## config.mk

```make
export PLATFORM = sky130hd
export DESIGN_NAME = nic8_instr_encoder_flat
export DESIGN_NICKNAME = d
export VERILOG_FILES = /design/src/rtl/nic8_instr_encoder_if.sv /design/src/rtl/nic8_instr_encoder.sv /design/src/flat_wrapper.sv
export SDC_FILE = /design/constraint.sdc
export NUM_CORES = 1
export LEC_CHECK = 0
export ABC_AREA = 0
export CORE_ASPECT_RATIO = 0.9
export CORE_MARGIN = 8
export CORE_UTILIZATION = 48
export DETAILED_ROUTE_END_ITERATION = 8
export PLACE_DENSITY = 0.83
export SLEW_MARGIN = 20
export SYNTH_ARGS = -nofsm -noshare
export SYNTH_HDL_FRONTEND = slang
export SYNTH_SLANG_ARGS = --single-unit
```

## constraint.sdc

```tcl
create_clock -name clk -period 2.3 [get_ports clk]
set_input_delay 0.345 -clock clk [delete_from_list [all_inputs] [get_ports clk]]
set_output_delay 0.345 -clock clk [all_outputs]
set_load 0.01 [all_outputs]
```

## src/rtl/nic8_instr_encoder_if.sv

```systemverilog
// ---------------------------------------------------------------------------
// nic8_instr_encoder_if
//   Bus bundle between an instruction requester (boot loader / bench) and the
//   nic8 instruction encoder, including the program-memory write port.
//
//   Request side : org_valid/org_addr (set write origin), in_valid/in_ready
//                  handshake with the symbolic fields in_cond, in_src,
//                  in_indexed, in_dest, in_imm.
//   Memory side  : wr_en/wr_addr/wr_data write strobe, mem_ready acceptance.
//   Status       : err (rejected request pulse), wrapped (sticky address
//                  rollover), instr_count (saturating instruction count).
//
//   Modports:
//     master - the requester; it also plays the memory and drives mem_ready.
//     slave  - the encoder.
// ---------------------------------------------------------------------------
interface nic8_instr_encoder_if #(
  parameter int ADDR_W = 8
);
  logic              org_valid;
  logic [ADDR_W-1:0] org_addr;
  logic              in_valid;
  logic              in_ready;
  logic [1:0]        in_cond;
  logic [1:0]        in_src;
  logic              in_indexed;
  logic [2:0]        in_dest;
  logic [7:0]        in_imm;
  logic              wr_en;
  logic [ADDR_W-1:0] wr_addr;
  logic [7:0]        wr_data;
  logic              mem_ready;
  logic              err;
  logic              wrapped;
  logic [15:0]       instr_count;

  modport master (
    output org_valid, org_addr, in_valid, in_cond, in_src, in_indexed,
           in_dest, in_imm, mem_ready,
    input  in_ready, wr_en, wr_addr, wr_data, err, wrapped, instr_count
  );

  modport slave (
    input  org_valid, org_addr, in_valid, in_cond, in_src, in_indexed,
           in_dest, in_imm, mem_ready,
    output in_ready, wr_en, wr_addr, wr_data, err, wrapped, instr_count
  );
endinterface

```

## src/rtl/nic8_instr_encoder.sv

```systemverilog
// ---------------------------------------------------------------------------
// nic8_instr_encoder
//   Turns symbolic nic8 instruction requests into the encoded byte stream and
//   writes it to program memory at an auto-incrementing address.
//
//   Encoding: ir = {cond[1:0], src[1:0], indexed, dest[2:0]}. An immediate
//   source (src=0, indexed=0) is followed by one operand byte. A memory-to-
//   memory request (src=0, indexed=1, dest=5) is accepted but rejected with
//   a one-cycle err pulse and produces no write.
//
//   Ports:
//     clk       system clock, all state changes on the rising edge
//     resetBar  synchronous active-low reset
//     bus       nic8_instr_encoder_if.slave (request, memory write, status)
//
//   Parameters:
//     ADDR_W    program memory address width
//     BASE      write address after reset
// ---------------------------------------------------------------------------
module nic8_instr_encoder #(
  parameter int                ADDR_W = 8,
  parameter logic [ADDR_W-1:0] BASE   = '0
) (
  input  logic                  clk,
  input  logic                  resetBar,
  nic8_instr_encoder_if.slave   bus
);

  typedef enum logic [1:0] {
    ST_IDLE = 2'd0,
    ST_OP   = 2'd1,
    ST_IMM  = 2'd2
  } state_e;

  localparam logic [1:0] SRC_MEM    = 2'd0;
  localparam logic [2:0] DEST_STORE = 3'd5;
  localparam logic [15:0] COUNT_MAX = 16'hFFFF;

  state_e            state_q,    state_d;
  logic [ADDR_W-1:0] addr_q,     addr_d;
  logic              wr_en_q,    wr_en_d;
  logic [7:0]        wr_data_q,  wr_data_d;
  logic [7:0]        imm_q,      imm_d;
  logic              need_imm_q, need_imm_d;
  logic              err_q,      err_d;
  logic              wrapped_q,  wrapped_d;
  logic [15:0]       count_q,    count_d;

  logic in_ready;
  logic accept;
  logic illegal;
  logic byte_done;
  logic instr_done;

  // in_ready is a direct function of org_valid in IDLE, so it cannot be a
  // flop; it is forced low while reset is being applied.
  assign in_ready = resetBar && (state_q == ST_IDLE) && !bus.org_valid;
  assign accept   = bus.in_valid && in_ready;
  assign illegal  = (bus.in_src == SRC_MEM) && bus.in_indexed &&
                    (bus.in_dest == DEST_STORE);

  // A byte leaves the encoder whenever a write strobe meets mem_ready.
  assign byte_done = (state_q != ST_IDLE) && bus.mem_ready;

  always_comb begin
    // NOTE: every signal written here gets a default first so no path
    // through the case can leave it unassigned and infer a latch.
    state_d    = state_q;
    addr_d     = addr_q;
    wr_en_d    = wr_en_q;
    wr_data_d  = wr_data_q;
    imm_d      = imm_q;
    need_imm_d = need_imm_q;
    err_d      = 1'b0;
    wrapped_d  = wrapped_q;
    count_d    = count_q;
    instr_done = 1'b0;

    unique case (state_q)
      ST_IDLE: begin
        if (bus.org_valid) begin
          addr_d = bus.org_addr;
        end else if (accept) begin
          if (illegal) begin
            err_d = 1'b1;
          end else begin
            wr_en_d    = 1'b1;
            wr_data_d  = {bus.in_cond, bus.in_src, bus.in_indexed, bus.in_dest};
            imm_d      = bus.in_imm;
            need_imm_d = (bus.in_src == SRC_MEM) && !bus.in_indexed;
            state_d    = ST_OP;
          end
        end
      end

      ST_OP: begin
        if (bus.mem_ready) begin
          if (need_imm_q) begin
            wr_data_d = imm_q;
            state_d   = ST_IMM;
          end else begin
            wr_en_d    = 1'b0;
            state_d    = ST_IDLE;
            instr_done = 1'b1;
          end
        end
      end

      ST_IMM: begin
        if (bus.mem_ready) begin
          wr_en_d    = 1'b0;
          state_d    = ST_IDLE;
          instr_done = 1'b1;
        end
      end

      default: begin
        wr_en_d = 1'b0;
        state_d = ST_IDLE;
      end
    endcase

    // Address advance is shared by both write states; rolling over from
    // all-ones marks the sticky wrap flag.
    if (byte_done) begin
      addr_d = addr_q + 1'b1;
      if (&addr_q) begin
        wrapped_d = 1'b1;
      end
    end

    if (instr_done && (count_q != COUNT_MAX)) begin
      count_d = count_q + 16'd1;
    end
  end

  // NOTE: sequential state uses non-blocking assignments only, so every flop
  // samples the pre-edge value of every other flop.
  always_ff @(posedge clk) begin
    if (!resetBar) begin
      state_q    <= ST_IDLE;
      addr_q     <= BASE;
      wr_en_q    <= 1'b0;
      wr_data_q  <= 8'h00;
      imm_q      <= 8'h00;
      need_imm_q <= 1'b0;
      err_q      <= 1'b0;
      wrapped_q  <= 1'b0;
      count_q    <= 16'h0000;
    end else begin
      state_q    <= state_d;
      addr_q     <= addr_d;
      wr_en_q    <= wr_en_d;
      wr_data_q  <= wr_data_d;
      imm_q      <= imm_d;
      need_imm_q <= need_imm_d;
      err_q      <= err_d;
      wrapped_q  <= wrapped_d;
      count_q    <= count_d;
    end
  end

  assign bus.in_ready    = in_ready;
  assign bus.wr_en       = wr_en_q;
  assign bus.wr_addr     = addr_q;
  assign bus.wr_data     = wr_data_q;
  assign bus.err         = err_q;
  assign bus.wrapped     = wrapped_q;
  assign bus.instr_count = count_q;

endmodule

```

## src/flat_wrapper.sv

```systemverilog
// flat-port wrapper written by rule: the top's interface ports become plain ports
module nic8_instr_encoder_flat 
#(
  parameter int                ADDR_W = 8,
  parameter logic [ADDR_W-1:0] BASE   = '0
)
  (clk, resetBar, bus_org_valid, bus_org_addr, bus_in_valid, bus_in_cond, bus_in_src, bus_in_indexed, bus_in_dest, bus_in_imm, bus_mem_ready, bus_in_ready, bus_wr_en, bus_wr_addr, bus_wr_data, bus_err, bus_wrapped, bus_instr_count);
  nic8_instr_encoder_if #(.ADDR_W(ADDR_W)) bus_i ();
  input  logic clk;
  input  logic resetBar;
  input wire logic [$bits(bus_i.org_valid)-1:0] bus_org_valid;
  input wire logic [$bits(bus_i.org_addr)-1:0] bus_org_addr;
  input wire logic [$bits(bus_i.in_valid)-1:0] bus_in_valid;
  input wire logic [$bits(bus_i.in_cond)-1:0] bus_in_cond;
  input wire logic [$bits(bus_i.in_src)-1:0] bus_in_src;
  input wire logic [$bits(bus_i.in_indexed)-1:0] bus_in_indexed;
  input wire logic [$bits(bus_i.in_dest)-1:0] bus_in_dest;
  input wire logic [$bits(bus_i.in_imm)-1:0] bus_in_imm;
  input wire logic [$bits(bus_i.mem_ready)-1:0] bus_mem_ready;
  output wire logic [$bits(bus_i.in_ready)-1:0] bus_in_ready;
  output wire logic [$bits(bus_i.wr_en)-1:0] bus_wr_en;
  output wire logic [$bits(bus_i.wr_addr)-1:0] bus_wr_addr;
  output wire logic [$bits(bus_i.wr_data)-1:0] bus_wr_data;
  output wire logic [$bits(bus_i.err)-1:0] bus_err;
  output wire logic [$bits(bus_i.wrapped)-1:0] bus_wrapped;
  output wire logic [$bits(bus_i.instr_count)-1:0] bus_instr_count;
  assign bus_i.org_valid = bus_org_valid;
  assign bus_i.org_addr = bus_org_addr;
  assign bus_i.in_valid = bus_in_valid;
  assign bus_i.in_cond = bus_in_cond;
  assign bus_i.in_src = bus_in_src;
  assign bus_i.in_indexed = bus_in_indexed;
  assign bus_i.in_dest = bus_in_dest;
  assign bus_i.in_imm = bus_in_imm;
  assign bus_i.mem_ready = bus_mem_ready;
  assign bus_in_ready = bus_i.in_ready;
  assign bus_wr_en = bus_i.wr_en;
  assign bus_wr_addr = bus_i.wr_addr;
  assign bus_wr_data = bus_i.wr_data;
  assign bus_err = bus_i.err;
  assign bus_wrapped = bus_i.wrapped;
  assign bus_instr_count = bus_i.instr_count;
  nic8_instr_encoder #(.ADDR_W(ADDR_W), .BASE(BASE)) u_core (.clk(clk), .resetBar(resetBar), .bus(bus_i));
endmodule
```

---- Yosys cells after proc, flatten, opt, wreduce, memory -nomap -nowiden ----
Cells that the tools add are included.
storage, ports and cells
  register bits after elaboration ......... 46
  latch bits .............................. 0
  bits in writable memories ............... 0
  bits in read-only memories .............. 0
  input bits .............................. 29
  output and inout bits ................... 36
  word-level logic and storage cells ...... 78
  memories ................................ 0
cells by class
  add/subtract/negate cells ............... 2
  $mul .................................... 0
  div/mod/pow operators ................... 0
  $lt $le $gt $ge ......................... 0
  equality and inequality tests ........... 11
  shift-type cells ........................ 0
  muxes and demuxes ....................... 28
  bitwise operators ....................... 5
  reductions and logical operators ........ 23
operator list
  operator                 count
  $mux W8                  8
  $add A16 B1 Y16 const B  1
  $ne A16 B16 Y1 const B   1
  $pmux W8 S2              1
  $mux W2                  6
  $reduce_and A6 Y1        2
  $mux W1                  10
  $ne A2 B2 Y1 const B     5
  $reduce_and A9 Y1        1
  $add A8 B1 Y8 const B    1
  $logic_and A1 B1 Y1      8
  $reduce_bool A2 Y1       4
  $pmux W2 S3              1
  $not A1 Y1               5
  $reduce_and A5 Y1        1
  $logic_not A2 Y1         2
  $ne A2 B1 Y1 const B     2
  $reduce_and A4 Y1        1
  $reduce_or A4 Y1         1
  $eq A3 B3 Y1 const B     1
  $pmux W1 S3              1
  $eq A2 B1 Y1 const B     1
  $eq A2 B2 Y1 const B     1
  $logic_not A1 Y1         2
  2 further kinds          2

---- Longest topological paths before layout ----
Gate-level depths: netlist (run 1).
  depth after elaboration ................. 7
  gate-level depth with buffers ........... 7
  gate-level depth less buffers ........... 6

---- Worst setup path before layout (run 1) ----
No wires, ideal clock.
  kind .................................... reg2reg
  start ................................... reg u_core.state_q[0]
  end ..................................... reg u_core.addr_q[3] (netlist: u_core.bus.wr_addr[3])
  library setup time ...................... 128 ps
  arrival ................................. 1509 ps
  required time ........................... 2172 ps
  path slack .............................. 663 ps
  cell stages (with the launch flop) ...... 8
  path buffers ............................ 1
  period minus slack after synthesis ...... 1637 ps
  cells stage by stage .................... dfxtp_1 > inv_1 > ha_1 > nor2b_1 > buf_2 > mux2_2 > a221oi_1 > nor2_1
between the ends
  longest elaborated chain between the ends .. 4
ends and longest elaborated chain
  what                          RTL line                   source
  start: declaration            nic8_instr_encoder.sv:39   state_e state_q, state_d;
  start signal: assignment      nic8_instr_encoder.sv:151  state_q <= state_d;
  $reduce_bool A2 Y1            nic8_instr_encoder.sv:63   assign byte_done = (state_q != ST_IDLE) && bus.mem_ready;
  $logic_and A1 B1 Y1           nic8_instr_encoder.sv:63
  $reduce_bool A2 Y1 (no line)  --
  $reduce_and A2 Y1 (no line)   --
  end signal: assignment        nic8_instr_encoder.sv:152  addr_q <= addr_d;
  end: declaration              nic8_instr_encoder.sv:40   logic [ADDR_W-1:0] addr_q, addr_d;
Several ways; a longest one is shown, not always the timed one.
A chain may end at the register's enable or synchronous reset.

---- Final worst setup path (run 1) ----
  start ................................... reg u_core.count_q[0] (netlist: u_core.bus.instr_count[0])
  end ..................................... reg u_core.count_q[7] (netlist: u_core.bus.instr_count[7])
between the ends
  longest elaborated chain between the ends .. 2
ends and longest elaborated chain
  what                                                     RTL line                   source
  start: declaration                                       nic8_instr_encoder.sv:47   logic [15:0] count_q, count_d;
  start signal: assignment                                 nic8_instr_encoder.sv:159  count_q <= count_d;
  branches (longest 2 deep; another with $add A16 B1 Y16)  --
Several ways; the timed one is not identified.

==> reports/results.txt, run 1 <==
status - completed
chip width - 90.7 um
Max Freq - 534 MHz
Synth async-reset ratio - 0
EDFF count, synth - 0
WL per Instance - 15.2 um
critical path class - reg2reg
Worst Path Required - 2500 ps
core area - 0.00483 mm^2
1st-iter DRT viols - 96
Final Hold Fails - 0
RSZ-0062 raised after global routing - no
Syn Area/Cell - 9.07 um^2
most frequent cell after synthesis - dfxtp_1
placed cell areas - 0.00316 mm^2
Placer Congestion - 0.758
Syn Inst Count - 266
number of synthesized register bits - 46
post-route cell area - 0.00328 mm^2
P_leak - 1.20 nW
Reg2Reg Setup Slack - 430 ps
Detail Placement HPWL - 4400 um
Layout Skew - 3.06 ps
wirelength, routed - 6060 um
worst r2r path cells - 6
drt first pass iters - 4
CTS tree - built
CP Launch Point - u_core.bus.instr_count[0]$_SDFFE_PN0P_
# diodes - 0
CTS Buffer Depth - 2
Clk pin slew, worst setup/hold paths - 80 ps
H-tree Lvls - 2
Peak VDD IR - 0.000492 V
Post-Synthesis Cell Area - 0.00241 mm^2
Critical Path AT - 2080 ps
vias in the first global route - 2223
initial antenna violation count - 0
Die ar. - 0.00755 mm^2
ranking of synthesized cells by area - dfxtp_1 (38%), mux2i_1 (7.9%), nand2_1 (5.3%), mux2_2 (4.7%), nand3_1 (2.7%)
max-cap violation count - 0
power per cell area - 699 mW/mm^2
Via Count - 2300
Post-layout nets - 368
Tcrit/Tclk final - 0.815
clock sink count - 46
area leader, netlist - dfxtp_1
final setup TNS - 0 ps
post-DR vias/cell - 5.76
Critical Path Fanout Max - 9
Worst setup SP type - flip-flop
Synth Net Count - 300
total grt overflow - 0
final core occ - 0.678
Fill cells - 399
# DRC - 0
Top Ports - 65
Yosys top cell area share - 0.382
setup violators final - 0
Initial Util - 0.499
fin cells - 399
gr usage total - 0.164
Critical R2R Launch - u_core.bus.instr_count[0]$_SDFFE_PN0P_
Slew Viols, Final - 0
ys flop type - dfxtp_1
CTS buffer count - 5
min-delay worst type - reg2reg
Worst-Margin Slew - 502 ps
top cells by count, synth - dfxtp_1 (46), nand2_1 (34), mux2i_1 (19), nor2_1 (17), nand3_1 (13)
RR Endpoint - u_core.bus.instr_count[7]$_SDFFE_PN0P_
Tmin final - 1870 ps
Layout area overhead - 35.9%
FP Rows - 24
Netlist cell types - 51
largest net degree at the start of global routing - 36
Crit. End Element - flip-flop
latest clock arrival within the worst-skew pair - 300 ps
number of port buffers - 64
fraction of layout cells with a size suffix above 1 - 0.111
first-pass GRT wire length - 10500 um
Worst setup endpoint - u_core.bus.instr_count[7]$_SDFFE_PN0P_
Slew headroom - 0.663
Post-CTS Setup Inserts - 0
synthesis warning total - 0
root buffer cell - clkbuf_8
Placed Instances - 392
sequential area share after synthesis - 0.382
antenna viol nets, final - 0
die height - 83.3 um
## cell type report
type	instances	area (um^2)	area share
Timing Repair Buffer	74	731	0.223
Inverter	8	30.0	0.00916
Clock inverter	1	30.0	0.00916
Multi-Input combinational cell	199	1400	0.428
Tap cell	65	81.3	0.0248
Sequential cell	46	921	0.281
Clock buffer	6	82.6	0.0252
## logic make-up after synthesis
family / count (synthesis) / synth area share
and+or+nand+nor: 105 / 0.235
AOI/OAI and AO/OA: 59 / 0.190
DFF: 46 / 0.382
muxes: 29 / 0.126
buffers and inverters: 21 / 0.0379
adders and majority gates: 5 / 0.0259
xor gates and xnor gates: 1 / 0.00363
## flip-flops by register name, summed over array words and instances, names as in the netlist
register,count
u_core.bus.instr_count,16
u_core.bus.wr_addr,8
u_core.bus.wr_data,8
u_core.imm_q,8
u_core.state_q,2
u_core.bus.err,1
u_core.bus.wr_en,1
u_core.bus.wrapped,1
u_core.need_imm_q,1
## per-stage QoR
stage                     hold WS (ps)  power [mW]  setup slack [ps]
after floorplan                    454        1.40               663
after global placement             452        1.67               234
after detailed placement           456        1.68               249
after CTS                          468        2.30              57.0
after global routing               494        2.42               220
final                              466        2.29               426
## repair_timing
action | in CTS | in global routing
hold buffers | 0 | 0
setup endpoints to repair | 1 | 1
resized for setup | 1 | 1
pin swaps | 0 | 0
## metal layers
metal  part of all wire  GRT usage  wire length [um]
met5                  0          0                 0
met4             0.0066     0.0498                40
met3              0.076     0.0683               461
met2               0.48      0.271              2890
met1               0.44      0.189              2670
## critical path, stage by stage (launching register included)
cell and delay [ps]:
dfxtp_1 420, ha_1 220, nand3_1 250, nor4_4 450, buf_4 240, o311ai_1 110
o41ai_1 80
## report_power, final
| group | internal [mW] | switching [mW] |
|---|---|---|
| Sequential | 0.868 | 0.0616 |
| Clock | 0.348 | 0.273 |
| Combinational | 0.376 | 0.362 |
## worst min-delay path by stage
stage / start / end / slack, ps / cells past startpoint
6_report: u_core.bus.wr_data[7]$_SDFFE_PN0P_ / u_core.bus.wr_data[7]$_SDFFE_PN0P_ / 470 / 2
4_1_cts: u_core.bus.wr_data[7]$_SDFFE_PN0P_ / u_core.bus.wr_data[7]$_SDFFE_PN0P_ / 470 / 2
5_1_grt: u_core.bus.wr_data[3]$_SDFFE_PN0P_ / u_core.bus.wr_data[3]$_SDFFE_PN0P_ / 490 / 2
2_1_floorplan: u_core.imm_q[0]$_SDFFE_PN0P_ / u_core.imm_q[0]$_SDFFE_PN0P_ / 450 / 2
3_5_place_dp: u_core.bus.wr_data[6]$_SDFFE_PN0P_ / u_core.bus.wr_data[6]$_SDFFE_PN0P_ / 460 / 2
3_3_place_gp: u_core.bus.wr_data[0]$_SDFFE_PN0P_ / u_core.bus.wr_data[0]$_SDFFE_PN0P_ / 450 / 2
## layout by cell type, fill, tap and decap left out, types with 6 or more instances in the layout
cell / count
clkdlybuf4s50_1: 63
dfxtp_1: 46
nand2_1: 34
mux2i_1: 19
nor2_1: 17
nand3_1: 13
a21oi_1: 12
mux2_2: 10
buf_4: 9
inv_1: 8
o21ai_0: 7
or4_1: 7
o31ai_1: 6
clkbuf_8: 6
(Power assumes the default switching activity.)
==> inputs of run 2 (changes only) <==
==> constraint.sdc (replaced) <==
create_clock -name clk -period 1.9 [get_ports clk]
set_input_delay 0.285 -clock clk [delete_from_list [all_inputs] [get_ports clk]]
set_output_delay 0.285 -clock clk [all_outputs]
set_load 0.01 [all_outputs]
==> run 2 against run 1 <==
  * Non-clock buffer count rose by 15
  * Register-to-register slack got worse by 320 ps
  * Critical path depth rose by 1
  * Flip-flop and latch count did not move
  * Final area rose by 3.5%
  * Wire length rose by 8.3%
  * Sequential power rose by 22%
  * Count of clock-buffer cells in the layout rose by 1
  * Cell count rose by 4.0%
  * Clock power rose by 16%
  * Worst hold slack improved by 1.5 ps
  * Die area did not move
  * Critical path type unchanged
  * Critical endpoint is now u_core.bus.instr_count[5]$_SDFFE_PN0P_
  * Largest cell class unchanged
==> reports/results.txt, run 2 (synthesized netlist as in run 1, its figures left out) <==
gr usage total - 0.173 (+0.00840)
H-tree Lvls - 2 (unchanged)
Tmin final - 1800 ps (-78.9 ps)
final core occ - 0.702 (+0.0241)
cell family with most CP delay - simple AND/OR/NAND/NOR gates
Critical Path AT - 2040 ps (-40 ps)
CTS tree - built
Worst Path Required - 2140 ps (-360 ps)
status - completed
FP Rows - 24 (unchanged)
core area - 0.00483 mm^2 (unchanged)
worst hold slack - 467 ps (+1.53 ps)
Peak VDD IR - 0.000667 V (+36%)
Final Hold Fails - 0 (unchanged)
RSZ-0062 raised after global routing - no
Slew headroom - 0.707 (+0.0443)
Worst Path Buf+Inv - 2 (+1)
initial antenna violation count - 0 (unchanged)
Critical Path Fanout Max - 17 (+8)
Top Ports - 65 (unchanged)
root buffer cell - clkbuf_8
Layout area overhead - 40.7%
wirelength, routed - 6570 um (+8.3%)
max-cap violation count - 0 (unchanged)
fraction of layout cells with a size suffix above 1 - 0.160 (+0.0492)
Place WS - -62.7 ps (-312 ps)
Post-layout nets - 383 (+4.1%)
Worst path slowest cell - or4_1
Worst setup SP type - flip-flop
total grt overflow - 0 (unchanged)
setup violators final - 0 (unchanged)
# diodes - 0 (unchanged)
Die ar. - 0.00755 mm^2 (unchanged)
largest net degree at the start of global routing - 33 (-8.3%)
power per cell area - 831 mW/mm^2 (+19%)
chip width - 90.7 um (unchanged)
critical path class - reg2reg
max reg flops - 16 (unchanged)
Clk pin slew, worst setup/hold paths - 80 ps (about the same)
post-route cell area - 0.00339 mm^2 (+3.5%)
final setup TNS - 0 ps (unchanged)
WL per Instance - 15.8 um (+4.1%)
antenna viol nets, final - 0 (unchanged)
Layout Skew - 7.32 ps (+4.26 ps)
die height - 83.3 um (unchanged)
Crit. End Element - flip-flop
CTS buffer count - 5 (unchanged)
min setup slack post-route - 105 ps (-321 ps)
Tcrit/Tclk final - 0.945 (+0.130)
placed cell areas - 0.00326 mm^2 (+3.2%)
first-pass GRT wire length - 11100 um (+6.3%)
Placer Congestion - 0.796 (+5.0%)
post-DR vias/cell - 5.67 (-1.6%)
Detail Placement HPWL - 4910 um (+12%)
Via Count - 2355 (+2.4%)
P_leak - 1.26 nW (+4.9%)
latest clock arrival within the worst-skew pair - 300 ps (about the same)
max incr delay on CP - 490 ps (+40 ps)
1st-iter DRT viols - 108 (+13%)
most common cell after layout, fill and taps aside - clkdlybuf4s50_1
drt first pass iters - 4 (unchanged)
Initial Util - 0.499 (unchanged)
hold-fix buffers at CTS - 0 (unchanged)
min-delay worst type - reg2reg
Worst-Margin Slew - 436 ps (-65.9 ps)
clock sink count - 46 (unchanged)
number of port buffers - 64 (unchanged)
CTS Buffer Depth - 2 (unchanged)
# DRC - 0 (unchanged)
Slew Viols, Final - 0 (unchanged)
vias in the first global route - 2345 (+5.5%)
CP cell instances - inv_1 > ha_1 > and2_1 > o21ai_1 > buf_6 > or4_1 > a21oi_2
Max Freq - 557 MHz (+4.4%)
commonest cells after routing, fill and taps aside - clkdlybuf4s50_1 (63), dfxtp_1 (45), nand2_1 (34), buf_4 (24), mux2i_1 (19)
run 2: cell types whose count changed in the layout (fill, tap and decap cells not counted), sizes merged:
cell	delta
dlymetal6s2s	-1
buf	+15
dlygate4sd2	+1
clkbuf	+1
run 2: routing by layer:
layer	track usage	wire length, um	vias to the layer above
met5	0	0	-
met4	0.0393	38	0
met2	0.295	3150	83
met1	0.203	2980	1108
met3	0.0585	403	6
li1	-	-	1158
run 2: worst min-delay path: stages, from the launching register on:
cell and delay [ps]:
dfxtp_1 320, nand2_1 50, mux2i_1 50
run 2: what timing repair did:
| action | CTS | global route |
|---|---|---|
| resized for setup | 1 | 7 |
| buffers inserted | 0 | 0 |
| endpoints found under the setup margin | 1 | 8 |
run 2: report_power, final:
part           total (mW)  switching [mW]  internal, mW
logic               0.969           0.466         0.503
clock network       0.720           0.326         0.394
registers            1.13          0.0770          1.05
run 2: worst paths after layout:
check                                     startpoint                                endpoint  slack (ps)  cells past startpoint
setup / recovery      u_core.state_q[1]$_SDFFE_PN0P_  u_core.bus.instr_count[5]$_SDFFE_PN0P_         100                      7
hold / removal    u_core.bus.wr_data[3]$_SDFFE_PN0P_      u_core.bus.wr_data[3]$_SDFFE_PN0P_         470                      2
setup reg to reg      u_core.state_q[1]$_SDFFE_PN0P_  u_core.bus.instr_count[5]$_SDFFE_PN0P_         100                      7
hold reg to reg   u_core.bus.wr_data[3]$_SDFFE_PN0P_      u_core.bus.wr_data[3]$_SDFFE_PN0P_         470                      2
run 2: layout make-up:
type	count	area [um^2]
clock buffer	7	76.3
clock inverter	1	30.0
fill	395	1440
inverter	8	30.0
multi-input combinational	199	1420
sequential	46	922
tap	65	81.3
timing repair buffer	89	831
run 2: metrics by stage:
step,power [mW],cells
finish,2.82,415
global route,2.96,415
CTS,2.81,415
detailed placement,2.10,407
global placement,2.08,407
floorplan,1.69,266
==> inputs of run 3 (changes only) <==
--- a/config.mk
+++ b/config.mk
@@ -7,7 +7,7 @@
 export LEC_CHECK = 0
 export ABC_AREA = 0
 export CORE_ASPECT_RATIO = 0.9
-export CORE_MARGIN = 8
+export CORE_MARGIN = 4
 export CORE_UTILIZATION = 48
 export DETAILED_ROUTE_END_ITERATION = 8
 export PLACE_DENSITY = 0.83
==> run 3 against run 2 <==
  * Non-clock buffer count grew 4
  * Total power fell by 4.0%
  * Count of clock-buffer cells in the layout is the same
  * Highest routed layer unchanged
  * Sequential share of layout area fell by 0.20 points
  * Combinational power fell by 0.5%
  * Register-to-register slack gained 40 ps
  * Global-route usage grew 3.4 points
  * Clock power shrank 15%
  * Worst setup slack worse by 31 ps
  * Die area fell by 18%
==> reports/results.txt, run 3 (synthesized netlist as in run 1, its figures left out) <==
status - completed
Critical R2R Launch - u_core.state_q[0]$_SDFFE_PN0P_
Worst-Margin Slew - 489 ps (+52.9 ps)
Sw Ratio - 0.316 (+0.00753)
total grt overflow - 0 (unchanged)
Layout Skew - 6.13 ps (-1.19 ps)
P_leak - 1.27 nW (+1.2%)
Internal Power - 1.85 mW (-5.0%)
root buffer cell - clkbuf_8
clock sink count - 46 (unchanged)
fraction of layout cells with a size suffix above 1 - 0.161 (+0.00102)
WL per Instance - 14.9 um (-6.1%)
min setup slack post-route - 73.5 ps (-31.2 ps)
Reg2Reg Setup Slack - 140 ps (+40 ps)
worst r2r path cells - 7 (unchanged)
Critical Path Fanout Max - 4 (-13)
Logic pwr share - 0.356 (+0.012)
Clk pin slew, worst setup/hold paths - 80 ps (about the same)
Clock power frac - 0.227 (-0.028)
Detail Placement HPWL - 4650 um (-5.4%)
Slew headroom - 0.671 (-0.0356)
RSZ-0062 raised after global routing - yes
CP Launch Point - u_core.state_q[0]$_SDFFE_PN0P_
number of port buffers - 64 (unchanged)
Initial Util - 0.496 (-0.00308)
antenna viol nets, final - 0 (unchanged)
RR Endpoint - u_core.bus.instr_count[11]$_SDFFE_PN0P_
largest net degree at the start of global routing - 36 (+9.1%)
chip width - 82.7 um (-8.8%)
max-cap violation count - 0 (unchanged)
Critical Path AT - 1540 ps (-500 ps)
Tcrit/Tclk final - 0.961 (+0.0164)
Tmin final - 1830 ps (+31.2 ps)
Crit. End Element - primary output
Placer Congestion - 0.784 (-1.6%)
gr usage total - 0.207 (+0.0338)
Peak VDD IR - 0.000539 V (-19%)
Placed Instances - 411 (+0.98%)
Top Ports - 65 (unchanged)
final setup TNS - 0 ps (unchanged)
CTS buffer count - 5 (unchanged)
Worst Path Required - 1620 ps (-520 ps)
Worst setup endpoint - bus_in_ready
wirelength, routed - 6230 um (-5.2%)
Final Hold Fails - 0 (unchanged)
setup violators final - 0 (unchanged)
first-pass GRT wire length - 10000 um (-9.6%)
H-tree Lvls - 2 (unchanged)
Psw - 855 uW (-1.6%)
latest clock arrival within the worst-skew pair - 300 ps (about the same)
Worst setup SP type - flip-flop
min-delay worst type - reg2reg
# DRC - 0 (unchanged)
power per cell area - 793 mW/mm^2 (-4.5%)
Multi-input gate area - 0.00142 mm^2 (-0.18%)
fin cells - 419 (+0.96%)
drt first pass iters - 4 (unchanged)
Via Count - 2378 (+0.98%)
1st-iter DRT viols - 160 (+48%)
vias in the first global route - 2217 (-5.5%)
Slew Viols, Final - 0 (unchanged)
FP Rows - 24 (unchanged)
Die ar. - 0.00623 mm^2 (-18%)
core area - 0.00486 mm^2 (+0.62%)
post-DR vias/cell - 5.68 (about the same)
die height - 75.3 um (-9.6%)
max reg flops - 16 (unchanged)
Post-layout nets - 387 (+1.0%)
Place WS - -83.4 ps (-20.7 ps)
critical path class - reg2out
Max Freq - 548 MHz (-1.7%)
final core occ - 0.702 (about the same)
initial antenna violation count - 0 (unchanged)
CTS Buffer Depth - 2 (unchanged)
most common cell after layout, fill and taps aside - clkdlybuf4s50_1
Seq pwr share - 0.417 (+0.016)
register area - 921 um^2 (-0.14%)
Fill cells - 376 (-4.8%)
CTS tree - built
# diodes - 0 (unchanged)
worst hold slack - 470 ps (+2.36 ps)
commonest cells after routing, fill and taps aside - clkdlybuf4s50_1 (63), dfxtp_1 (46), nand2_1 (34), buf_4 (28), mux2i_1 (19)
Layout area overhead - 41.5%
-- run 3: power by group through the flow --
stage                     Combinational [mW]  Clock [mW]  Sequential (mW)
after floorplan                        0.526           0             1.17
after global placement                 0.934           0             1.15
after detailed placement               0.952           0             1.15
after CTS                              0.953       0.636             1.13
after global routing                    1.05       0.669             1.14
final                                  0.964       0.614             1.13
-- run 3: critical path, stage by stage (launching register included) --
cell and delay (ps):
dfxtp_1 330, inv_1 90, ha_1 230, inv_1 80, nor3_1 210, dlygate4sd2_1 300
-- run 3: through the flow --
stage / power (mW) / cell area, um^2
finish: 2.71 / 3410
global route: 2.86 / 3410
CTS: 2.72 / 3390
detailed placement: 2.10 / 3300
global placement: 2.08 / 3300
floorplan: 1.69 / 2410
-- run 3: final cells by class --
class | count | area share
flip-flops and latches | 46 | 0.270
well taps | 65 | 0.0238
clock inverters | 1 | 0.00147
clock buffers | 7 | 0.0253
multi-input cells | 199 | 0.416
repair buffers | 93 | 0.255
inverters | 8 | 0.00879
-- run 3: worst min-delay path by stage --
stage	from	end	slack, ps	cells past startpoint
after global placement	u_core.bus.wr_data[5]$_SDFFE_PN0P_	u_core.bus.wr_data[5]$_SDFFE_PN0P_	450	2
after global routing	u_core.bus.wr_data[5]$_SDFFE_PN0P_	u_core.bus.wr_data[5]$_SDFFE_PN0P_	490	2
final	u_core.bus.wr_data[5]$_SDFFE_PN0P_	u_core.bus.wr_data[5]$_SDFFE_PN0P_	470	2
after detailed placement	u_core.bus.wr_data[5]$_SDFFE_PN0P_	u_core.bus.wr_data[5]$_SDFFE_PN0P_	460	2
after floorplan	bus_org_addr[6]	u_core.bus.wr_addr[6]$_SDFFE_PN0P_	420	2
after CTS	u_core.bus.wr_data[5]$_SDFFE_PN0P_	u_core.bus.wr_data[5]$_SDFFE_PN0P_	470	2
-- run 3: repair_timing --
action                                  4_1_cts  5_1_grt
endpoints found under the hold margin         0        0
buffers inserted                              0        0
endpoints found under the setup margin        1       13
resized for setup                             1        4
hold buffers                                  0        0
-- run 3: per-layer routing --
| metal | part of all wire | wire length, um | track usage | vias to the layer above |
|---|---|---|---|---|
| met5 | 0 | 0 | 0 | - |
| met4 | 0.0080 | 50 | 0.0708 | 0 |
| met3 | 0.083 | 518 | 0.0514 | 5 |
| met2 | 0.47 | 2910 | 0.340 | 90 |
| met1 | 0.44 | 2750 | 0.265 | 1107 |
| li1 | - | - | - | 1176 |
